`config.mk`:
```
export PLATFORM = sky130hd
export DESIGN_NAME = udma_ethernet_cfg_master
export DESIGN_NICKNAME = d
export VERILOG_FILES = /design/src/rtl/udma_ethernet_cfg_master.sv
export SDC_FILE = /design/constraint.sdc
export NUM_CORES = 1
export LEC_CHECK = 0
export BUFFER_PORTS_ARGS = -buffer_cell sky130_fd_sc_hd__buf_2
export CORE_MARGIN = 4
export CORE_UTILIZATION = 49
export CTS_BUF_LIST = sky130_fd_sc_hd__clkbuf_8 sky130_fd_sc_hd__clkbuf_16
export DETAILED_ROUTE_END_ITERATION = 7
export GPL_TIMING_DRIVEN = 0
export PLACE_DENSITY = 0.85
export SYNTH_ARGS = -nofsm -noshare
export SYNTH_HDL_FRONTEND = slang
export SYNTH_SLANG_ARGS = --single-unit
```
`constraint.sdc`:
```
create_clock -name clk_i -period 2.3 [get_ports clk_i]
set_input_delay 0.69 -clock clk_i [delete_from_list [all_inputs] [get_ports clk_i]]
set_output_delay 0.69 -clock clk_i [all_outputs]
set_load 0.05 [all_outputs]
```
`src/rtl/udma_ethernet_cfg_master.sv`:
```
// Initiator for the uDMA ethernet cfg bus: single write / read / poll-until-match
// commands in, one cfg transaction at a time out, read data and status back on a
// response channel.
module udma_ethernet_cfg_master #(
    parameter int unsigned TIMEOUT_CYCLES = 16,
    parameter int unsigned POLL_GAP       = 4,
    parameter int unsigned MAX_POLLS      = 256
) (
    input  logic        clk_i,
    input  logic        rstn_i,

    input  logic        cmd_valid_i,
    output logic        cmd_ready_o,
    input  logic        cmd_rwn_i,
    input  logic        cmd_poll_i,
    input  logic [4:0]  cmd_addr_i,
    input  logic [31:0] cmd_wdata_i,
    input  logic [31:0] cmd_mask_i,

    output logic        rsp_valid_o,
    input  logic        rsp_ready_i,
    output logic [31:0] rsp_rdata_o,
    output logic        rsp_err_o,

    output logic        cfg_valid_o,
    output logic        cfg_rwn_o,
    output logic [4:0]  cfg_addr_o,
    output logic [31:0] cfg_data_o,
    input  logic [31:0] cfg_data_i,
    input  logic        cfg_ready_i
);

    localparam int unsigned WAIT_W   = $clog2(TIMEOUT_CYCLES + 1);
    localparam int unsigned POLL_W   = $clog2(MAX_POLLS + 1);
    localparam int unsigned GAP_W    = (POLL_GAP > 0) ? $clog2(POLL_GAP + 1) : 1;
    localparam int unsigned GAP_LAST = (POLL_GAP > 0) ? POLL_GAP - 1 : 0;

    typedef enum logic [1:0] {
        IDLE  = 2'd0,
        ISSUE = 2'd1,
        GAP   = 2'd2,
        RESP  = 2'd3
    } state_e;

    state_e              state_q, state_nxt;

    logic                lat_rwn_q,   lat_rwn_nxt;
    logic                lat_poll_q,  lat_poll_nxt;
    logic [4:0]          lat_addr_q,  lat_addr_nxt;
    logic [31:0]         lat_wdata_q, lat_wdata_nxt;
    logic [31:0]         lat_mask_q,  lat_mask_nxt;

    logic [WAIT_W-1:0]   wait_cnt_q,  wait_cnt_nxt;
    logic [POLL_W-1:0]   poll_cnt_q,  poll_cnt_nxt;
    logic [GAP_W-1:0]    gap_cnt_q,   gap_cnt_nxt;

    logic                reissue_nxt;
    logic                poll_match;

    logic                cmd_ready_nxt;
    logic                rsp_valid_nxt;
    logic [31:0]         rsp_rdata_nxt;
    logic                rsp_err_nxt;
    logic                cfg_valid_nxt;
    logic                cfg_rwn_nxt;
    logic [4:0]          cfg_addr_nxt;
    logic [31:0]         cfg_data_nxt;

    // Poll termination: masked bits of the returned word equal the masked compare value
    assign poll_match = ((cfg_data_i ^ lat_wdata_q) & lat_mask_q) == 32'd0;

    // State, latched command, counters and all registered outputs
    always_ff @(posedge clk_i or negedge rstn_i) begin
        if (!rstn_i) begin
            state_q     <= IDLE;
            lat_rwn_q   <= 1'b0;
            lat_poll_q  <= 1'b0;
            lat_addr_q  <= 5'd0;
            lat_wdata_q <= 32'd0;
            lat_mask_q  <= 32'd0;
            wait_cnt_q  <= '0;
            poll_cnt_q  <= '0;
            gap_cnt_q   <= '0;
            cmd_ready_o <= 1'b1;
            rsp_valid_o <= 1'b0;
            rsp_rdata_o <= 32'd0;
            rsp_err_o   <= 1'b0;
            cfg_valid_o <= 1'b0;
            cfg_rwn_o   <= 1'b0;
            cfg_addr_o  <= 5'd0;
            cfg_data_o  <= 32'd0;
        end else begin
            state_q     <= state_nxt;
            lat_rwn_q   <= lat_rwn_nxt;
            lat_poll_q  <= lat_poll_nxt;
            lat_addr_q  <= lat_addr_nxt;
            lat_wdata_q <= lat_wdata_nxt;
            lat_mask_q  <= lat_mask_nxt;
            wait_cnt_q  <= wait_cnt_nxt;
            poll_cnt_q  <= poll_cnt_nxt;
            gap_cnt_q   <= gap_cnt_nxt;
            cmd_ready_o <= cmd_ready_nxt;
            rsp_valid_o <= rsp_valid_nxt;
            rsp_rdata_o <= rsp_rdata_nxt;
            rsp_err_o   <= rsp_err_nxt;
            cfg_valid_o <= cfg_valid_nxt;
            cfg_rwn_o   <= cfg_rwn_nxt;
            cfg_addr_o  <= cfg_addr_nxt;
            cfg_data_o  <= cfg_data_nxt;
        end
    end

    // Next-state, counter and next-output decode
    always_comb begin
        state_nxt     = state_q;
        lat_rwn_nxt   = lat_rwn_q;
        lat_poll_nxt  = lat_poll_q;
        lat_addr_nxt  = lat_addr_q;
        lat_wdata_nxt = lat_wdata_q;
        lat_mask_nxt  = lat_mask_q;
        wait_cnt_nxt  = wait_cnt_q;
        poll_cnt_nxt  = poll_cnt_q;
        gap_cnt_nxt   = gap_cnt_q;
        rsp_rdata_nxt = rsp_rdata_o;
        rsp_err_nxt   = rsp_err_o;
        reissue_nxt   = 1'b0;

        case (state_q)
            IDLE: begin
                if (cmd_valid_i) begin
                    lat_rwn_nxt   = cmd_rwn_i;
                    // A poll flag on a write is meaningless; treat it as a plain write
                    lat_poll_nxt  = cmd_poll_i & cmd_rwn_i;
                    lat_addr_nxt  = cmd_addr_i;
                    lat_wdata_nxt = cmd_wdata_i;
                    lat_mask_nxt  = cmd_mask_i;
                    poll_cnt_nxt  = '0;
                    wait_cnt_nxt  = '0;
                    rsp_rdata_nxt = 32'd0;
                    rsp_err_nxt   = 1'b0;
                    state_nxt     = ISSUE;
                end
            end

            ISSUE: begin
                // cfg_valid_o low here only in the one-cycle separator of a zero-gap poll
                if (cfg_valid_o) begin
                    if (cfg_ready_i) begin
                        if (!lat_rwn_q) begin
                            rsp_rdata_nxt = 32'd0;
                            rsp_err_nxt   = 1'b0;
                            state_nxt     = RESP;
                        end else if (!lat_poll_q) begin
                            rsp_rdata_nxt = cfg_data_i;
                            rsp_err_nxt   = 1'b0;
                            state_nxt     = RESP;
                        end else begin
                            rsp_rdata_nxt = cfg_data_i;
                            poll_cnt_nxt  = poll_cnt_q + POLL_W'(1);
                            if (poll_match) begin
                                rsp_err_nxt = 1'b0;
                                state_nxt   = RESP;
                            end else if (poll_cnt_nxt == POLL_W'(MAX_POLLS)) begin
                                rsp_err_nxt = 1'b1;
                                state_nxt   = RESP;
                            end else if (POLL_GAP == 0) begin
                                reissue_nxt  = 1'b1;
                                wait_cnt_nxt = '0;
                            end else begin
                                gap_cnt_nxt = '0;
                                state_nxt   = GAP;
                            end
                        end
                    end else begin
                        wait_cnt_nxt = wait_cnt_q + WAIT_W'(1);
                        if (wait_cnt_nxt == WAIT_W'(TIMEOUT_CYCLES)) begin
                            rsp_rdata_nxt = 32'd0;
                            rsp_err_nxt   = 1'b1;
                            state_nxt     = RESP;
                        end
                    end
                end
            end

            GAP: begin
                if (gap_cnt_q == GAP_W'(GAP_LAST)) begin
                    wait_cnt_nxt = '0;
                    state_nxt    = ISSUE;
                end else begin
                    gap_cnt_nxt = gap_cnt_q + GAP_W'(1);
                end
            end

            RESP: begin
                if (rsp_ready_i) begin
                    state_nxt = IDLE;
                end
            end

            default: begin
                state_nxt = IDLE;
            end
        endcase

        // Outputs follow the state being entered so they are glitch-free registers
        cmd_ready_nxt = (state_nxt == IDLE);
        rsp_valid_nxt = (state_nxt == RESP);
        cfg_valid_nxt = (state_nxt == ISSUE) && !reissue_nxt;
        cfg_rwn_nxt   = (state_nxt == ISSUE) ? lat_rwn_nxt : 1'b0;
        cfg_addr_nxt  = (state_nxt == ISSUE) ? lat_addr_nxt : 5'd0;
        cfg_data_nxt  = ((state_nxt == ISSUE) && !lat_rwn_nxt) ? lat_wdata_nxt : 32'd0;
    end

endmodule

```
# --- After elaboration in Yosys (flattened, before gate mapping) ---
# Index checks and enable logic that the tools add are counted.
word_totals:
  regBits: 164
  inputBits: 108
  output_inout_bits: 74
  elab_cells: 111
op_classes:
  n_addsub: 3
  n_eq_ne: 20
  muxes: 54
  n_bitwise: 3
  reduce_logical: 14
ops:
  columns: ["operator", "n"]
  rows:
  - ["32-bit 2-to-1 mux", 8]
  - ["32-bit case mux with 2 select lines", 1]
  - ["9-bit 2-to-1 mux", 5]
  - ["5-bit 2-to-1 mux", 7]
  - ["32-bit bitwise AND", 1]
  - ["32-bit logical NOT", 1]
  - ["32-bit bitwise XOR", 1]
  - ["3-bit 2-to-1 mux", 7]
  - ["2-bit inequality test (second input constant)", 10]
  - ["9-bit case mux with 2 select lines", 1]
  - ["1-bit 2-to-1 mux", 15]
  - ["5-bit case mux with 3 select lines", 1]
  - ["2-bit 2-to-1 mux", 6]
  - ["5-bit AND reduction", 2]
  - ["9-bit by 1-bit adder with 9-bit output (second input constant)", 1]
  - ["9-bit equality test (second input constant)", 1]
  - ["2-bit case mux with 4 select lines", 1]
  - ["8-bit AND reduction", 1]
  - ["2-bit equality test (second input constant)", 3]
  - ["6-bit inequality test (second input constant)", 1]
  - ["3-bit case mux with 2 select lines", 1]
  - ["6-bit AND reduction", 1]
  - ["5-bit by 1-bit adder with 5-bit output (second input constant)", 1]
  - ["5-bit equality test (second input constant)", 1]
  - ["13 further kinds", 16]

# --- Longest topological paths before layout ---
# Gate-level depths: netlist of run 1.
depth:
  word_depth: 12
  depth_mapped: 8
  ltp_nobuf: 7

# --- Worst setup path after synthesis of run 1 ---
# OpenSTA, ideal clock, no wires.
synth_timing:
  path_kind: "input to register"
  from: "input cfg_data_i[23]"
  to: "register cfg_data_o[10]"
  setup_time_ns: 0.088
  arrival_time_ns: 2.274
  required_ns: 2.212
  path_slack_ns: -0.062
  cell_stages: 7
  path_buffers: 1
  path_cell_list: "xor2_1 > a22oi_1 > nand4_1 > or4_4 > a31o_4 > buf_6 > a211oi_2"
synth_between:
  elab_chain_len: 12
synth_lines:
  columns: ["element", "line_no", "rtl"]
  rows:
  - ["start, declared", "29", "input logic [31:0] cfg_data_i,"]
  - ["32-bit bitwise XOR", "70", "assign poll_match = ((cfg_data_i ^ lat_wdata_q) & lat_mask_q) == 32'd0;"]
  - ["32-bit bitwise AND", "70", null]
  - ["32-bit logical NOT", "70", null]
  - ["1-bit 2-to-1 mux", "160", "if (poll_match) begin"]
  - ["1-bit 2-to-1 mux", "153", "end else if (!lat_poll_q) begin"]
  - ["1-bit 2-to-1 mux", "149", "if (!lat_rwn_q) begin"]
  - ["2-bit 2-to-1 mux", "148", "if (cfg_ready_i) begin"]
  - ["2-bit 2-to-1 mux", "147", "if (cfg_valid_o) begin"]
  - ["2-bit case mux with 4 select lines", "128", "case (state_q)"]
  - ["2-bit by 1-bit equality test with 1-bit output", "211", "cfg_data_nxt = ((state_nxt == ISSUE) && !lat_rwn_nxt) ? lat_wdata_nxt : 32'd0;"]
  - ["1-bit logical AND", "211", null]
  - ["32-bit 2-to-1 mux", "211", null]
  - ["named net cfg_data_nxt[10]", "67", "logic [31:0] cfg_data_nxt;"]
  - ["end signal, assigned", "109", "cfg_data_o <= cfg_data_nxt;"]
  - ["end, declared", "28", "output logic [31:0] cfg_data_o,"]
# The timed path passes the listed nets, and every way through them passes these cells.
# A chain may end at the register's enable or synchronous reset.

# --- Worst setup path in the final report of run 1 ---
layout_timing:
  from: "register lat_wdata_q[0]"
  to: "register cfg_data_o[25]"
layout_between:
  elab_chain_len: 12
layout_lines:
  columns: ["element", "line_no", "rtl"]
  rows:
  - ["start, declared", "50", "logic [31:0] lat_wdata_q, lat_wdata_nxt;"]
  - ["start signal, assigned", "97", "lat_wdata_q <= lat_wdata_nxt;"]
  - ["32-bit bitwise XOR", "70", null]
  - ["32-bit bitwise AND", "70", null]
  - ["32-bit logical NOT", "70", null]
  - ["1-bit 2-to-1 mux", "160", null]
  - ["1-bit 2-to-1 mux", "153", null]
  - ["1-bit 2-to-1 mux", "149", null]
  - ["2-bit 2-to-1 mux", "148", null]
  - ["2-bit 2-to-1 mux", "147", null]
  - ["2-bit case mux with 4 select lines", "128", null]
  - ["2-bit by 1-bit equality test with 1-bit output", "211", null]
  - ["1-bit logical AND", "211", null]
  - ["32-bit 2-to-1 mux", "211", null]
  - ["named net cfg_data_nxt[25]", "67", null]
# The timed path passes the listed nets, and every way through them passes these cells.

==> results.sh, run 1 <==
export IMPL_cts_tree="built"
export IMPL_grt_setup_unrepaired="true"
export IMPL_cts_root_buf="clkbuf_16"
export IMPL_slew_viol_final=0
export IMPL_violations="negative setup slack"
export IMPL_totalWireLength_mm=20.9
export IMPL_fin_nets=949
export IMPL_antenna_left=0
export IMPL_tns_ps=-1290
export IMPL_dieArea_um2=17400
export IMPL_syn_area_um2=7520
export IMPL_cts_buffers=17
export IMPL_synth_flop_cell="dfrtp_1"
export IMPL_grt_pass1_vias=5918
export IMPL_power_switching_share_pct=43.4
export IMPL_clk_latency_ps=430
export IMPL_clk_pin_slew_ps=60
export IMPL_syn2layout_area_growth_pct=26.6
export IMPL_io_pins=182
export IMPL_grt_pass1_wl_mm=32.3
export IMPL_drc=0
export IMPL_postSynth_asyncResetShare_pct=100
export IMPL_p_per_area_nw_per_um2=1520
export IMPL_gp_congestion=0.926
export IMPL_max_slew_margin_rel_pct=62.2
export IMPL_gr_total_overflow=0
export IMPL_port_buffers=181
export IMPL_maxCapViolations=0
export IMPL_post_drt_wl_per_cell_um=20.1
export IMPL_whs_ps=241
export IMPL_drt_iter0_drc=517
export IMPL_hpwl_mm=15.1
export IMPL_clock_sinks=164
export IMPL_dieHeight_um=132
export IMPL_clock_skew_ps=9.79
export IMPL_viasPerCell=5.65
export IMPL_die_x_um=132
export IMPL_crit_required_ps=2620
export IMPL_crit_arrival_ps=2700
export IMPL_initial_core_util_pct=49.6
export IMPL_ys_ff_latch=164
export IMPL_ir_drop_uv=782
export IMPL_timing_final_crit_share_pct=104
export IMPL_antenna_cells=0
export IMPL_hp_class="in -> async"
export IMPL_p_leak_uw=0.00438
export IMPL_p_comb_share_pct=47.1
export IMPL_grt_usage_pct=23.8
export IMPL_synth_edf_count=0
export IMPL_ys_seq_area_share_pct=54.6
export IMPL_clock_path_buffers=2
export IMPL_switching_power_uw=6290
export IMPL_fin_ws_ps=-81.2
export IMPL_synth_fp_nets=740
export IMPL_fmax_mhz=420
export IMPL_num_rows=45
export IMPL_ys_warn_count=0
export IMPL_power_frac_seq_pct=33.5
export IMPL_crit_path_start_kind="flip-flop"
export IMPL_status="finished with violations"
export IMPL_fin_crit_ps=2380
export IMPL_worst_path_max_fanout=10
export IMPL_num_vias=5863
export IMPL_final_core_util_pct=62.9
export IMPL_coreArea_um2=15100
export IMPL_firstDrtPassIters=7
export IMPL_drive_above_1_share_pct=44.1
export IMPL_setup_viol=37
export IMPL_syn_inst=627
export IMPL_grt_max_degree=89
export IMPL_end_kind="flip-flop"
export IMPL_worstSetupPathType="reg -> reg"
export IMPL_power_internal_uw=8210
export IMPL_postSynthAreaPerCell_um2=12.0
export IMPL_htree_levels=4
export IMPL_worst_pin_slew_ps=568
export IMPL_hold_violations=0
export IMPL_antenna_found_initial=3
export IMPL_netlist_cell_type_count=50
export IMPL_clkPwrFrac_pct=19.4
## layer usage
| layer | track usage [%] | vias to the layer above | wire (um) |
|---|---|---|---|
| met2 | 37.2 | 286 | 9900 |
| met5 | 0 | - | 23 |
| met1 | 32.1 | 2867 | 8750 |
| met4 | 7.70 | 6 | 507 |
| met3 | 7.10 | 45 | 1680 |
| li1 | - | 2659 | - |
## cells in the final DEF (no fill, tap or decap), types with 11 or more instances in the layout
master,Yosys,final
a211oi_2,36,32
a22oi_1,16,11
buf_2,6,183
buf_4,4,14
clkbuf_1,31,21
clkbuf_16,0,17
dfrtp_1,163,157
mux2_2,66,66
nand2_1,52,52
nand2b_1,36,36
nor2_1,15,14
o21ai_0,52,51
o31ai_1,35,35
xor2_1,32,28
## flip-flops by register name, summed over array words and instances (netlist names), 2 cells and up
name         cells
cfg_data_o      32
lat_mask_q      32
lat_wdata_q     32
rsp_rdata_o     32
poll_cnt_q       9
cfg_addr_o       5
lat_addr_q       5
wait_cnt_q       5
gap_cnt_q        3
state_q          2
## critical path, stage by stage (launching register included)
cell and delay, ps:
dfrtp_1 440, xor2_1 190, a22oi_1 190, nand4_1 220
or4_4 540, a31o_4 310, buf_8 170, a211oi_2 220
## Yosys cell counts (2+ instances only)
master / n / share of area, %
dfrtp_1: 163 / 54
mux2_2: 66 / 9.9
nand2_1: 52 / 2.6
o21ai_0: 52 / 3.5
a211oi_2: 36 / 6.0
nand2b_1: 36 / 3.0
o31ai_1: 35 / 3.5
xor2_1: 32 / 3.7
clkbuf_1: 31 / 1.5
a22oi_1: 16 / 1.6
nor2_1: 15 / 0.75
mux2i_1: 8 / 1.1
buf_2: 6 / 0.40
inv_1: 6 / 0.30
nand4_1: 6 / 0.50
and3_1: 5 / 0.42
ha_1: 5 / 0.83
nand3_1: 5 / 0.33
a21oi_1: 4 / 0.27
buf_4: 4 / 0.40
buf_6: 4 / 0.60
or2_2: 4 / 0.33
a22o_1: 3 / 0.35
xnor2_1: 3 / 0.35
a31oi_1: 2 / 0.17
and2_1: 2 / 0.17
nand3b_1: 2 / 0.20
o211ai_1: 2 / 0.20
## layout make-up
type,instances,area [um^2]
tap,188,235
buffer,44,263
timing repair buffer,191,1010
multi-input combinational,412,3290
clock buffer,21,480
inverter,6,22.5
sequential,164,4110
fill,1144,5620
clock inverter,11,111
## repair_timing
action                                  CTS  global route
hold buffers                              0             0
pin swaps                                 7            11
endpoints found under the setup margin   77           102
buffers inserted                          6             3
resized for setup                        18            34
## cells by family (layout without fill, tap and decap cells)
logic type | Yosys count | count (layout) | share of synthesized area, %
flip-flops | 164 | 164 | 54.6
AO/OA/AOI/OAI | 160 | 160 | 16.7
adder cells (fa/ha/maj) | 5 | 5 | 0.832
XOR/XNOR | 35 | 35 | 4.08
buffers and inverters | 51 | 273 | 3.24
multiplexers | 74 | 74 | 10.9
AND/OR/NAND/NOR | 138 | 138 | 9.58
## power groups by stage
| stage | Combinational, uW | Sequential [uW] | Clock [uW] |
|---|---|---|---|
| 2_1_floorplan | 3510 | 5900 | 0 |
| 3_3_place_gp | 6230 | 4760 | 0 |
| 3_5_place_dp | 6340 | 4810 | 0 |
| 4_1_cts | 6600 | 4790 | 2850 |
| 5_1_grt | 7330 | 4970 | 2970 |
| 6_report | 6830 | 4850 | 2820 |
## path summary, 6_finish.rpt
path                            slack (ps)           start             end  cells past startpoint
min in group clk_i                     500  cmd_mask_i[29]  lat_mask_q[29]                      2
worst max register to register         -80  lat_wdata_q[0]  cfg_data_o[25]                      7
max in group asynchronous             1210          rstn_i   poll_cnt_q[1]                      2
worst min-delay path                   240          rstn_i   cfg_data_o[4]                      1
worst max-delay path                   -80  lat_wdata_q[0]  cfg_data_o[25]                      7
worst min register to register         500   lat_addr_q[1]   lat_addr_q[1]                      2
## through the flow
step / total power (uW) / worst slack [ps] / cell area, um^2 / instances
floorplan: 9410 / -34.3 / 7530 / 627
global placement: 11000 / -1890 / 8670 / 996
detailed placement: 11100 / -510 / 8710 / 997
CTS: 14200 / -44.9 / 9400 / 1035
global route: 15300 / -164 / 9520 / 1037
finish: 14500 / -81.2 / 9520 / 1037
Power figures use the tool's default switching activity.
==> run 2, diff against run 1 <==
CORE_ASPECT_RATIO = 1.25   (was unset)
SKIP_LAST_GASP = 1   (was unset)
==> results.sh, run 2 (synthesized netlist as in run 1, its figures left out) <==
export IMPL_grt_usage_pct=24.3
export IMPL_antenna_found_initial=4
export IMPL_hpwl_mm=15.4
export IMPL_drive_above_1_share_pct=43.6
export IMPL_post_drt_wl_per_cell_um=20.3
export IMPL_reg2reg_setup_slack_ps=-50
export IMPL_met2WireLength_mm=10.6
export IMPL_layout_common_cells="184 x buf_2, 160 x dfrtp_1, 66 x mux2_2"
export IMPL_clock_sinks=164
export IMPL_firstDrtPassIters=5
export IMPL_status="finished with violations"
export IMPL_coreArea_um2=15000
export IMPL_fin_nets=944
export IMPL_crit_path_start_kind="input port"
export IMPL_num_vias=5858
export IMPL_r2r_cells=7
export IMPL_drt_iter0_drc=394
export IMPL_worstSetupPathType="in -> reg"
export IMPL_p_leak_uw=0.00439
export IMPL_fmax_mhz=425
export IMPL_port_buffers=181
export IMPL_fillCellCount=1187
export IMPL_seq_area_um2=4110
export IMPL_hold_buffers=0
export IMPL_cts_tree="built"
export IMPL_maxCapViolations=0
export IMPL_grt_pass1_wl_mm=32.8
export IMPL_crit_required_ps=2630
export IMPL_syn2layout_area_growth_pct=26.1
export IMPL_m1WireLength_mm=8.16
export IMPL_violations="negative setup slack"
export IMPL_dieHeight_um=147
export IMPL_fin_ws_ps=-50.8
export IMPL_max_slew_margin_rel_pct=62.5
export IMPL_final_core_util_pct=63.2
export IMPL_drc=0
export IMPL_slew_viol_final=0
export IMPL_cts_root_buf="clkbuf_16"
export IMPL_grt_pass1_vias=6122
export IMPL_crit_reg2reg_capture="cfg_data_o[27]"
export IMPL_top_layer_used="met5"
export IMPL_viasPerCell=5.69
export IMPL_die_x_um=119
export IMPL_htree_levels=4
export IMPL_initial_core_util_pct=50.1
export IMPL_final_common_cell="buf_2"
export IMPL_ir_drop_uv=799
export IMPL_fin_crit_ps=2350
export IMPL_clk_latency_ps=430
export IMPL_worst_path_max_fanout=7
export IMPL_end_kind="flip-flop"
export IMPL_timing_final_crit_share_pct=102
export IMPL_r2r_start="lat_wdata_q[7]"
export IMPL_hold_violations=0
export IMPL_gp_congestion=0.859
export IMPL_p_per_area_nw_per_um2=1520
export IMPL_cts_buffers=17
export IMPL_io_pins=182
export IMPL_clock_path_buffers=2
export IMPL_dieArea_um2=17400
export IMPL_dp_slack_ps=-557
export IMPL_multi_input_area_um2=3240
export IMPL_num_rows=50
export IMPL_totalWireLength_mm=20.9
export IMPL_setup_viol=34
export IMPL_clk_pin_slew_ps=60
export IMPL_grt_setup_unrepaired="true"
export IMPL_hp_class="in -> async"
export IMPL_grt_max_degree=106
export IMPL_clock_skew_ps=12.3
export IMPL_gr_total_overflow=0
export IMPL_worst_pin_slew_ps=563
export IMPL_antenna_left=0
export IMPL_crit_arrival_ps=2680
export IMPL_route_met3_wl_mm=1.39
## run 2: repair_timing
action | in CTS | in global routing
gates cloned | 0 | 1
pin swaps | 1 | 11
endpoints found under the setup margin | 80 | 72
resized for setup | 18 | 26
buffers inserted | 1 | 3
## run 2: worst max path at each step
stage                    from        endpoint  slack (ps)  cells past startpoint
4_1_cts          gap_cnt_q[0]     rsp_valid_o         -60                      7
6_report        cfg_data_i[7]  cfg_data_o[27]         -50                      8
3_3_place_gp           rstn_i   cfg_addr_o[2]       -1950                      1
2_1_floorplan  cfg_data_i[21]  cfg_data_o[25]         -30                      7
3_5_place_dp      cmd_valid_i   lat_mask_q[1]        -560                      7
5_1_grt        lat_wdata_q[6]  cfg_data_o[27]        -120                      7
## run 2: metal layers
layer / vias up / track usage (%)
li1: 2668 / -
met1: 2892 / 29.5
met2: 250 / 41.1
met3: 46 / 5.66
met4: 2 / 11.1
met5: - / 0
## run 2: power by group
part	switching, uW	total (uW)	leakage, uW	internal (uW)
clock	1160	2890	0.000310	1720
sequential	742	4770	0.00209	4030
combinational	4350	6780	0.00200	2430
total	6260	14400	0.00439	8180
## run 2: area by class of cell
class | instances | share of cell area [%]
multi-input cells | 412 | 34.2
clock buffers | 21 | 5.07
well taps | 182 | 2.40
inverters | 6 | 0.237
plain buffers | 43 | 2.86
diodes | 3 | 0.0792
clock inverters | 11 | 1.33
flip-flops and latches | 164 | 43.3
repair buffers | 187 | 10.5
## run 2: worst max-delay path, cell delays in order
cell and delay [ps]:
buf_2 120, xor2_1 170, a22oi_2 280, nand4_1 160, or4_4 570, a31o_4 320
buf_8 150, a211oi_2 220
## run 2: stage by stage
step / std cells / hold WS (ps) / cell area, um^2 / TNS, ps / total power (uW)
after detailed placement: 991 / 486 / 8700 / -43130 / 11200
after global placement: 990 / 479 / 8660 / -358180 / 11100
after floorplan: 627 / 394 / 7530 / -315 / 9410
after global routing: 1029 / 217 / 9480 / -3380 / 15200
after CTS: 1024 / 203 / 9360 / -746 / 14200
final: 1029 / 187 / 9480 / -753 / 14400
==> run 3, diff against run 2 <==
CORE_UTILIZATION = 57   (was 49)
PLACE_DENSITY = 0.92   (was 0.85)
clock period = 2.72 ns   (was 2.3 ns; I/O delays follow)
==> results.sh, run 3 (synthesized netlist as in run 1, its figures left out) <==
export IMPL_die_x_um=111
export IMPL_final_common_cell="buf_2"
export IMPL_clock_sinks=164
export IMPL_fmax_mhz=381
export IMPL_cts_root_buf="clkbuf_16"
export IMPL_initial_core_util_pct=58.6
export IMPL_end_kind="flip-flop"
export IMPL_reg2reg_setup_slack_ps=150
export IMPL_coreArea_um2=12800
export IMPL_grt_pass1_wl_mm=32.7
export IMPL_worst_pin_slew_ps=710
export IMPL_post_drt_wl_per_cell_um=20.5
export IMPL_slew_viol_final=0
export IMPL_syn2layout_area_growth_pct=23.4
export IMPL_crit_arrival_ps=2960
export IMPL_viasPerCell=5.91
export IMPL_drc=0
export IMPL_gp_congestion=0.921
export IMPL_maxCapViolations=0
export IMPL_ir_drop_uv=678
export IMPL_grt_pass1_vias=6109
export IMPL_crit_required_ps=3060
export IMPL_firstDrtPassIters=6
export IMPL_clk_pin_slew_ps=60
export IMPL_drt_iter0_drc=553
export IMPL_worstSetupPathType="in -> reg"
export IMPL_fin_nets=941
export IMPL_num_rows=46
export IMPL_max_slew_margin_rel_pct=52.7
export IMPL_antenna_found_initial=4
export IMPL_hpwl_mm=15.3
export IMPL_clock_skew_ps=9.71
export IMPL_hp_class="in -> async"
export IMPL_final_core_util_pct=72.3
export IMPL_status="finished clean"
export IMPL_p_per_area_nw_per_um2=1280
export IMPL_dieHeight_um=136
export IMPL_r2r_cells=7
export IMPL_cts_buffers=17
export IMPL_totalWireLength_mm=20.8
export IMPL_clk_latency_ps=430
export IMPL_grt_setup_unrepaired="false"
export IMPL_p_leak_uw=0.00432
export IMPL_cts_setup_buffers=0
export IMPL_io_pins=182
export IMPL_hold_violations=0
export IMPL_dpl_cell_count=977
export IMPL_setup_viol=0
export IMPL_fin_cells=1014
export IMPL_antenna_left=0
export IMPL_timing_final_crit_share_pct=96.5
export IMPL_crit_path_start_kind="input port"
export IMPL_grt_usage_pct=28.2
export IMPL_port_buffers=181
export IMPL_cts_tree="built"
export IMPL_fin_crit_ps=2620
export IMPL_grt_max_degree=103
export IMPL_dieArea_um2=15100
export IMPL_htree_levels=4
export IMPL_num_vias=5990
export IMPL_finalPower_uw=11900
export IMPL_layout_common_cells="186 x buf_2, 163 x dfrtp_1, 66 x mux2_2"
export IMPL_drive_above_1_share_pct=40.9
export IMPL_hold_buffers=0
export IMPL_fillCellCount=846
export IMPL_clock_path_buffers=2
export IMPL_gr_total_overflow=0
export IMPL_worst_path_max_fanout=10
-- run 3: changes by cell type in the layout (fill, tap and decap cells not counted), moves of 3 or more --
cell / delta
xor2_2: -3
dfrtp_1: +3
buf_12: -3
clkbuf_1: +8
xor2_1: +3
dfrtp_2: -3
clkinv_2: +3
buf_4: -5
a22oi_1: +4
clkbuf_2: -5
a22oi_2: -4
-- run 3: worst max-delay path: stages --
cell	delay (ps)
buf_2	120
xor2_1	160
a22oi_1	320
nand4_1	220
or4_4	600
a31o_4	300
buf_6	170
a211oi_2	250
-- run 3: power breakdown --
| group | switching [uW] | internal (uW) | total (uW) | leakage [uW] |
|---|---|---|---|---|
| Sequential | 600 | 3400 | 4000 | 0.00209 |
| Clock | 982 | 1400 | 2380 | 0.000296 |
| Combinational | 3660 | 1860 | 5510 | 0.00193 |
| Total | 5240 | 6660 | 11900 | 0.00432 |
-- run 3: worst paths after layout --
| check | start | endpoint |
|---|---|---|
| min in group clk_i | lat_addr_q[0] | lat_addr_q[0] |
| max in group asynchronous | rstn_i | cmd_ready_o |
| min | rstn_i | rsp_rdata_o[21] |
| max reg2reg | gap_cnt_q[0] | cfg_addr_o[1] |
| max | cfg_data_i[23] | cfg_data_o[13] |
| min reg2reg | lat_addr_q[0] | lat_addr_q[0] |
-- run 3: area by class of cell --
class	instances	area [um^2]	share of cell area, %
sequential	164	4110	44.2
multi-input combinational	412	3170	34.2
timing repair buffer	182	943	10.2
clock buffer	19	453	4.88
buffer	45	226	2.44
tap	168	210	2.27
clock inverter	13	134	1.44
inverter	6	22.5	0.243
antenna	5	12.5	0.135
-- run 3: per-stage QoR --
step	worst slack, ps	setup TNS, ps	hold slack (ps)	instance area (um^2)
detailed placement	-355	-21810	491	8670
global route	3.68	0	344	9280
CTS	45.4	0	323	9260
global placement	-1590	-277410	477	8640
finish	95.4	0	311	9280
floorplan	232	0	462	7520
-- run 3: what timing repair did --
action                                  CTS  global route
gates resized for setup                   1             8
endpoints found under the setup margin   30            21
pin swaps                                 0             0
-- run 3: layer usage --
metal  vias to the layer above  global-route usage [%]  part of all wire [%]
met5                         -                       0                     0
met4                         0                    16.0                   4.5
met3                        75                    6.32                   6.8
met2                       307                    47.0                    50
met1                      2939                    34.2                    38
li1                       2669                       -                     -
